<file path="src/rtl/arith_pckg.sv">
// Shared constants and types for the arithmetic datapath blocks.
// Latency: n/a (declarations only).
// Backpressure: n/a.
package arith_pckg;

    localparam int C_ARITH_WORD_LEN = 16;

    // Result-sink FSM: waiting for a first operand, measuring pipe latency, streaming
    typedef enum logic [1:0] {
        IDLE = 2'd0,
        MEAS = 2'd1,
        RUN  = 2'd2
    } arith_sink_st_t;

endpackage

</file>
<file path="src/rtl/sync_fifo.sv">
// Single-clock FIFO, WIDTH x DEPTH, with full/empty tracked by an extra pointer bit.
// Latency: a written word is visible on rd_data one cycle after the write.
// Backpressure: writes are ignored when full unless a read happens in the same cycle.
module sync_fifo #(
    parameter int WIDTH = 16,
    parameter int DEPTH = 8
) (
    input  logic             clk,
    input  logic             rst_n,
    input  logic             clr,
    input  logic             wr_en,
    input  logic [WIDTH-1:0] wr_data,
    input  logic             rd_en,
    output logic [WIDTH-1:0] rd_data,
    output logic             full,
    output logic             empty
);

    localparam int AW = $clog2(DEPTH);
    localparam logic [AW:0] PTR_ONE = (AW+1)'(1);

    logic [WIDTH-1:0] mem [DEPTH];
    logic [AW:0]      wr_ptr;
    logic [AW:0]      rd_ptr;
    logic             do_wr;
    logic             do_rd;

    // Same index with differing wrap bits means the writer has lapped the reader
    assign empty = (wr_ptr == rd_ptr);
    assign full  = (wr_ptr[AW] != rd_ptr[AW]) && (wr_ptr[AW-1:0] == rd_ptr[AW-1:0]);

    assign do_rd = rd_en && !empty;
    assign do_wr = wr_en && (!full || do_rd);

    // Head word is forced to zero when nothing is buffered so stale data never leaks out
    assign rd_data = empty ? '0 : mem[rd_ptr[AW-1:0]];

    // Storage array; no reset needed since reads are gated by empty
    always_ff @(posedge clk) begin
        if (do_wr && !clr) begin
            mem[wr_ptr[AW-1:0]] <= wr_data;
        end
    end

    // Pointer update; clear wins over any simultaneous read or write
    always_ff @(posedge clk or negedge rst_n) begin
        if (!rst_n) begin
            wr_ptr <= '0;
            rd_ptr <= '0;
        end else if (clr) begin
            wr_ptr <= '0;
            rd_ptr <= '0;
        end else begin
            if (do_wr) wr_ptr <= wr_ptr + PTR_ONE;
            if (do_rd) rd_ptr <= rd_ptr + PTR_ONE;
        end
    end

endmodule

</file>
<file path="src/rtl/arith_res_sink.sv">
// Collects arithmetic-pipe results: buffers them, counts/signs them, measures first-result latency.
// Latency: a result appears on out_data/out_val one cycle after res_val.
// Backpressure: out_val/out_rdy handshake; a result arriving while full without a pop is dropped and flagged.
module arith_res_sink
    import arith_pckg::*;
#(
    parameter int WORD_LEN   = C_ARITH_WORD_LEN,
    parameter int FIFO_DEPTH = 8,
    parameter int LAT_W      = 16
) (
    input  logic                clk,
    input  logic                rst_n,
    input  logic                clk_en,
    input  logic                clr,
    input  logic                op_val_mon,
    input  logic [WORD_LEN-1:0] res,
    input  logic                res_val,
    output logic [WORD_LEN-1:0] out_data,
    output logic                out_val,
    input  logic                out_rdy,
    output logic [31:0]         res_cnt,
    output logic [WORD_LEN-1:0] sig,
    output logic [LAT_W-1:0]    lat,
    output logic                lat_val,
    output logic                ovf_err
);

    arith_sink_st_t   state;
    logic [LAT_W-1:0] lat_cnt;
    logic             fifo_full;
    logic             fifo_empty;
    logic             pop;
    logic             push;
    logic             drop;
    logic             fifo_clr;
    logic             fifo_wr;
    logic             fifo_rd;

    assign out_val = !fifo_empty;
    assign pop     = out_val && out_rdy;
    // A full FIFO can still take a word when the head leaves in the same cycle
    assign push    = res_val && (!fifo_full || pop);
    assign drop    = res_val && fifo_full && !pop;

    // Everything the FIFO sees is qualified by clk_en so it holds along with the rest of the block
    assign fifo_clr = clk_en && clr;
    assign fifo_wr  = clk_en && !clr && push;
    assign fifo_rd  = clk_en && !clr && pop;

    sync_fifo #(
        .WIDTH (WORD_LEN),
        .DEPTH (FIFO_DEPTH)
    ) u_fifo (
        .clk     (clk),
        .rst_n   (rst_n),
        .clr     (fifo_clr),
        .wr_en   (fifo_wr),
        .wr_data (res),
        .rd_en   (fifo_rd),
        .rd_data (out_data),
        .full    (fifo_full),
        .empty   (fifo_empty)
    );

    // Result statistics: count, rotate-XOR signature and sticky drop flag
    always_ff @(posedge clk or negedge rst_n) begin
        if (!rst_n) begin
            res_cnt <= '0;
            sig     <= '0;
            ovf_err <= 1'b0;
        end else if (clk_en) begin
            if (clr) begin
                res_cnt <= '0;
                sig     <= '0;
                ovf_err <= 1'b0;
            end else begin
                if (res_val) begin
                    res_cnt <= res_cnt + 32'd1;
                    sig     <= {sig[WORD_LEN-2:0], sig[WORD_LEN-1]} ^ res;
                end
                if (drop) begin
                    ovf_err <= 1'b1;
                end
            end
        end
    end

    // Latency FSM: first op_val_mon starts the count, first result after that latches it once
    always_ff @(posedge clk or negedge rst_n) begin
        if (!rst_n) begin
            state   <= IDLE;
            lat_cnt <= '0;
            lat     <= '0;
            lat_val <= 1'b0;
        end else if (clk_en) begin
            if (clr) begin
                state   <= IDLE;
                lat_cnt <= '0;
                lat     <= '0;
                lat_val <= 1'b0;
            end else begin
                case (state)
                    IDLE: begin
                        if (op_val_mon) begin
                            if (res_val) begin
                                // Result emerged in the same cycle as the operand
                                state   <= RUN;
                                lat     <= '0;
                                lat_val <= 1'b1;
                            end else begin
                                state   <= MEAS;
                                lat_cnt <= LAT_W'(1);
                            end
                        end
                    end
                    MEAS: begin
                        if (res_val) begin
                            state   <= RUN;
                            lat     <= lat_cnt;
                            lat_val <= 1'b1;
                        end else if (lat_cnt != '1) begin
                            lat_cnt <= lat_cnt + LAT_W'(1);
                        end
                    end
                    RUN: begin
                        // Measurement is one-shot; only clr or reset leaves this state
                    end
                    default: begin
                        state <= IDLE;
                    end
                endcase
            end
        end
    end

endmodule

</file>
<file path="config.mk">
export PLATFORM = sky130hd
export DESIGN_NAME = arith_res_sink
export DESIGN_NICKNAME = d
export VERILOG_FILES = /design/src/rtl/arith_pckg.sv /design/src/rtl/sync_fifo.sv /design/src/rtl/arith_res_sink.sv
export SDC_FILE = /design/constraint.sdc
export NUM_CORES = 1
export LEC_CHECK = 0
export CAP_MARGIN = 20
export CELL_PAD_IN_SITES_DETAIL_PLACEMENT = 0
export CELL_PAD_IN_SITES_GLOBAL_PLACEMENT = 2
export CORE_ASPECT_RATIO = 0.6
export CORE_MARGIN = 2
export CORE_UTILIZATION = 42
export CTS_CLUSTER_SIZE = 12
export DETAILED_ROUTE_END_ITERATION = 7
export GPL_TIMING_DRIVEN = 0
export PLACE_DENSITY = 0.8
export SKIP_CTS_REPAIR_TIMING = 1
export SLEW_MARGIN = 0
export SYNTH_ARGS = -nofsm -noshare
export SYNTH_HDL_FRONTEND = slang
export SYNTH_SLANG_ARGS = --single-unit
</file>
<file path="constraint.sdc">
create_clock -name clk -period 5.8 [get_ports clk]
set_clock_uncertainty 0.2 [all_clocks]
set_input_delay 1.16 -clock clk [delete_from_list [all_inputs] [get_ports clk]]
set_output_delay 1.16 -clock clk [all_outputs]
set_load 0.02 [all_outputs]
</file>
Word level (Yosys, flattened, before mapping)
Memories as Yosys holds them, arrays and structs flattened.
Cells that the tools add are included.
{"block": "totals", "inputBits": 23, "mem_bits_rw": 128, "out_inout_bits": 83, "mem_count": 1, "regBits": 92}
{"block": "classes", "bitwise": 1, "n_eq_ne": 13, "reduce_logical": 31, "n_addsub": 4, "muxes": 33}
{"name": "u_fifo.mem", "depth": 8, "width": 16, "rd": 1, "rd_clocked_by_memory_dff": 0, "wr": 1, "line_no": "sync_fifo.sv:22", "rtl": "logic [WIDTH-1:0] mem [DEPTH];"}
{"operator": "16-bit two-way mux", "n": 12}
{"operator": "32-bit two-way mux", "n": 2}
{"operator": "16-bit one-hot mux with 2 select lines", "n": 2}
{"operator": "32-bit by 1-bit adder with 32-bit output (second input constant)", "n": 1}
{"operator": "3-bit != test (second input constant)", "n": 6}
{"operator": "16-bit by 1-bit adder with 16-bit output (second input constant)", "n": 1}
{"operator": "4-bit two-way mux", "n": 4}
{"operator": "16-bit != test (second input constant)", "n": 1}
{"operator": "16-bit bitwise XOR", "n": 1}
{"operator": "1-bit logical AND", "n": 12}
{"operator": "4-bit by 1-bit adder with 4-bit output (second input constant)", "n": 2}
{"operator": "2-bit two-way mux", "n": 4}
{"operator": "2-bit nonzero test", "n": 4}
{"operator": "1-bit two-way mux", "n": 7}
{"operator": "2-bit one-hot mux with 3 select lines", "n": 1}
{"operator": "6-bit AND reduction", "n": 1}
{"operator": "1-bit zero test", "n": 5}
{"operator": "5-bit AND reduction", "n": 1}
{"operator": "4-bit equality test", "n": 1}
{"operator": "2-bit AND reduction", "n": 2}
{"operator": "4-bit AND reduction", "n": 1}
{"operator": "3-bit equality test", "n": 1}
{"operator": "3-bit AND reduction", "n": 1}
{"operator": "3-bit nonzero test", "n": 1}
{"operator": "other kinds (7)", "n": 8}

Longest topological paths before layout
{"block": "logic_depth", "ltp_word": 10, "depth_mapped": 8}

By module
Synthesis repeated with hierarchy kept, for this count alone.
{"block": "hier_totals", "hier_cells": 711, "hier_area_um2": 9635.5}
{"module": "sync_fifo", "instances": 1, "area_per_inst_um2": 5550.3, "cells_per_inst": 285}
{"module": "arith_res_sink", "instances": 1, "area_per_inst_um2": 4085.2, "cells_per_inst": 426}

Least setup slack after synthesis
Ideal clock, no wire load.
{"block": "synth_timing", "path_type": "input-to-reg", "from": "input clr", "to": "memory u_fifo.mem[2][0] (enable)", "setup_time_ps": 436, "n_path_buf": 1, "path_slack_ps": 1444, "stages": 5, "arrival_time_ps": 3720, "path_cell_list": "clkbuf_1 > nor2b_1 > nand2_1 > or2_2 > nor4b_1"}
{"block": "synth_between", "elab_chain_len": 9}
{"element": "start: declaration", "line_no": "arith_res_sink.sv:14", "rtl": "input logic clr,"}
{"element": "1-bit zero test", "line_no": "arith_res_sink.sv:47, arith_res_sink.sv:48"}
{"element": "1-bit logical AND", "line_no": "arith_res_sink.sv:47, arith_res_sink.sv:48"}
{"element": "1-bit logical AND", "line_no": "arith_res_sink.sv:48", "rtl": "assign fifo_rd = clk_en && !clr && pop;"}
{"element": "1-bit logical AND", "line_no": "sync_fifo.sv:32", "rtl": "assign do_rd = rd_en && !empty;"}
{"element": "1-bit logical OR", "line_no": "sync_fifo.sv:33", "rtl": "assign do_wr = wr_en && (!full || do_rd);"}
{"element": "1-bit logical AND", "line_no": "sync_fifo.sv:33"}
{"element": "1-bit logical AND *", "line_no": "sync_fifo.sv:40", "rtl": "if (do_wr && !clr) begin"}
{"element": "1-bit two-way mux *", "line_no": "sync_fifo.sv:40"}
{"element": "1-bit two-way mux (implied by the code) *", "line_no": "sync_fifo.sv:41", "rtl": "mem[wr_ptr[AW-1:0]] <= wr_data;"}
{"element": "end: declaration", "line_no": "sync_fifo.sv:22"}
Every way passes the cells marked *; elsewhere a longest branch is shown, timed or not.

Worst setup path in the final report
{"block": "layout_timing", "from": "register u_fifo.rd_ptr[0]", "to": "output out_data[14]"}
{"block": "layout_between", "elab_chain_len": 2}
{"element": "start: declaration", "line_no": "sync_fifo.sv:24", "rtl": "logic [AW:0] rd_ptr;"}
{"element": "start signal: assignment", "line_no": "sync_fifo.sv:55", "rtl": "if (do_rd) rd_ptr <= rd_ptr + PTR_ONE;"}
{"element": "memory read 8 x 16 bit / 4-bit equality test (equally long branches)"}
{"element": "16-bit two-way mux *", "line_no": "sync_fifo.sv:36", "rtl": "assign rd_data = empty ? '0 : mem[rd_ptr[AW-1:0]];"}
{"element": "end: declaration", "line_no": "arith_res_sink.sv:18", "rtl": "output logic [WORD_LEN-1:0] out_data,"}
Marked as above.

==> results.yml <==
floorplan:
  die-width_um: 199
  fp.dieArea_um2: 24100
  effective_utilization_at_floorplan_pct: 43.1
  rows: 42
  core_region_area_um2: 22200
  ioPinCount: 106
  die_y_um: 121
sta:
  final-max-slew-violation-count: 0
  report.final.setup_viol: 0
  final.setup.worst_slack_ns: 1.22
  max_clock_freq_ghz: 0.218
  max_slew.worst_pin.slew_ns: 0.997
  fraction_of_the_cycle_the_final_worst_path_needs_pct: 78.9
  max-slew-margin-rel_pct: 33.3
  hold_viol_final: 0
  rsz0062_at_grt: "false"
  period_needed_ns: 4.58
drt:
  routed_wire_length_mm: 23.0
  drc_errors: 0
  drt_iter0_markers: 521
  route.antenna.remaining_nets: 0
  number_of_vias_per_cell: 5.38
  detailroute.via_count: 6353
  detail_route.wl_per_cell_um: 19.5
  drt_first_pass_iters: 5
cts:
  clkSlewWorstSetupHoldPaths_ns: 0.06
  number_of_buffers_between_clock_root_and_the_deepest_sink: 3
  clock_insertion_delay_worst_skew_ns: 0.50
  cts_inserted_buffers: 22
  library_cell_used_as_clock_root_buffer: "clkbuf_16"
  tritoncts_num_sinks: 220
  clock_tree_from_tritoncts: "built"
  cts_htree_levels: 1
finish:
  antennaDiodeCount: 0
  drive_gt1_share_pct: 11.6
  layout_fillers: 1919
  final_design_area_no_fill_um2: 11800
  design.final.nets: 885
  layout.cells.most_common_list: "edfxtp_1, clkdlybuf4s50_1, dfrtp_1"
  area_growth_syn_to_layout_pct: 23.5
  final_common_cell: "edfxtp_1"
power_and_ir_drop:
  powerDensity_nw_per_um2: 318
  leakagePower_nw: 4.20
  max-vdd-ir-drop_uv: 242
global_route:
  grt_max_degree: 69
  first_global_vias: 6398
  grt_usage_pct: 19.8
  grt_overflow: 0
  grt_antenna_before_repair: 0
  grt_first_pass_wirelength_mm: 36.5
synthesis:
  ys_seq_elements: 220
  post_synth_instance_area_um2: 9590
  post_synth_inst_count: 718
  post_synth.cell_area_avg_um2: 13.4
  yosys.cell_types.count: 52
  postSynth.asyncResetShare_pct: 41.8
  seq_area_frac_synth_pct: 64.1
  synth-warning-count: 0
  synth_flop_cell: "edfxtp_1"
  mappedNetlistNets: 745
  synth-edff-count: 128
worst_hold_path:
  type_of_the_worst_min_delay_path: "register to register"
critical_path:
  critical-path-slowest-cell: "clkdlybuf4s50_1"
  critPathLaunchType: "register"
  crit_type: "register to output port"
  data_required_time_at_the_worst_endpoint_ns: 4.44
  critical_path_arrival_ns: 3.22
  crit_path_max_incr_delay_ns: 0.57
  crit_top_cell: "clkbuf_1"
  endpoint_kind: "output port"
  worstPathMaxFanout: 10
  crit_path_cell_trace: "buf_2 > xnor2_1 > and4_1 > clkbuf_1 > clkbuf_1 > nor2_1 > clkdlybuf4s50_1"
flow_run:
  max_cap_violations: 0
place:
  gp_congestion: 0.793
  dpl_cell_area_um2: 11200
  place.port_buffers: 104
  place.detailed.hpwl_mm: 16.3
  pre_cts_ws_ns: 1.32
outcome:
  outcome: "finished clean"
==> cell usage after synthesis (3+ instances only) <==
| cell | instances | area, um^2 |
|---|---|---|
| a21oi_1 | 19 | 95.1 |
| a22oi_1 | 17 | 128 |
| a31oi_1 | 16 | 100 |
| a41oi_1 | 7 | 61.3 |
| and2_1 | 3 | 18.8 |
| and3_1 | 11 | 68.8 |
| and4_1 | 3 | 26.3 |
| buf_1 | 8 | 30.0 |
| buf_2 | 11 | 55.1 |
| clkbuf_1 | 21 | 78.8 |
| dfrtp_1 | 92 | 2300 |
| edfxtp_1 | 128 | 3840 |
| ha_1 | 4 | 50.1 |
| inv_1 | 31 | 116 |
| mux2i_1 | 19 | 190 |
| mux4_2 | 32 | 721 |
| nand2_1 | 62 | 233 |
| nand2b_1 | 3 | 18.8 |
| nand3_1 | 16 | 80.1 |
| nand4_1 | 10 | 62.6 |
| nor2_1 | 50 | 188 |
| nor3_1 | 11 | 55.1 |
| nor3b_1 | 4 | 30.0 |
| nor4_1 | 10 | 62.6 |
| o21ai_0 | 30 | 150 |
| o22ai_1 | 20 | 125 |
| or3_1 | 5 | 31.3 |
| xnor2_1 | 24 | 210 |
| xor2_1 | 21 | 184 |
==> final cells by class <==
class	count	area (um^2)	area share, %
repair buffers	116	1170	9.92
multi-input cells	426	3200	27.0
well taps	308	385	3.25
clock buffers	39	656	5.54
flip-flops and latches	220	6150	51.9
plain buffers	41	171	1.45
inverters	31	116	0.982
==> layer usage <==
layer | track usage, % | vias to the layer above | part of all wire, %
met5 | 0 | - | 0
met4 | 3.73 | 0 | 1.1
met3 | 3.03 | 23 | 5.3
met2 | 28.6 | 176 | 44
met1 | 31.6 | 3196 | 50
li1 | - | 2958 | -
==> path summary, 6_finish.rpt <==
kind	slack, ns	cells past startpoint	endpoint	start
min reg2reg	0.28	2	lat[10]	lat[10]
max reg2reg	2.61	8	u_fifo.mem[1][1]	u_fifo.rd_ptr[1]
max in group asynchronous	4.36	2	res_cnt[12]	rst_n
min	0.28	2	lat[10]	lat[10]
max	1.22	7	out_data[14]	u_fifo.rd_ptr[0]
min in group asynchronous	0.36	1	lat[9]	rst_n
==> where the power goes <==
| part | internal (mW) | total [mW] | switching [mW] |
|---|---|---|---|
| Combinational | 0.318 | 0.709 | 0.391 |
| Sequential | 1.70 | 1.74 | 0.0403 |
| Clock | 0.760 | 1.32 | 0.558 |
| Total | 2.78 | 3.77 | 0.989 |
==> flip-flops by register name (all words and copies together), names as in the netlist <==
| signal | count |
|---|---|
| ovf_err | 1 |
| state | 2 |
| u_fifo.mem | 128 |
| sig | 16 |
| u_fifo.wr_ptr | 4 |
| u_fifo.rd_ptr | 4 |
| lat_cnt | 16 |
| lat_val | 1 |
| res_cnt | 32 |
| lat | 16 |
==> kinds of logic after synthesis <==
logic type                 count (synthesis)  synth area share [%]
AOI/OAI and AO/OA                        121                  7.95
xor gates and xnor gates                  45                  4.11
adders and majority gates                  4                 0.522
buffers and inverters                     72                  3.00
DFF                                      220                  64.1
muxes                                     53                  9.73
and+or+nand+nor                          203                  10.6
==> worst max-delay path, delay by kind of cell (launching register included) <==
family	cells	cell delay, ns
buffers and inverters	4	1.88
XOR/XNOR	1	0.16
flip-flops	1	0.34
AND/OR/NAND/NOR	2	0.33
==> per-stage QoR <==
stage | cells | total power, mW | TNS, ns | hold WS, ns | util, %
2_1_floorplan | 718 | 2.18 | 0 | 0.264 | -
3_3_place_gp | 1130 | 2.48 | -63.94 | 0.263 | 49.6
3_5_place_dp | 1142 | 2.49 | 0 | 0.273 | 50.3
4_1_cts | 1181 | 3.81 | 0 | 0.287 | 53.3
5_1_grt | 1181 | 3.93 | 0 | 0.308 | 53.3
6_report | 1181 | 3.77 | 0 | 0.277 | 53.3
No activity file was read; power rests on OpenSTA's default activity.
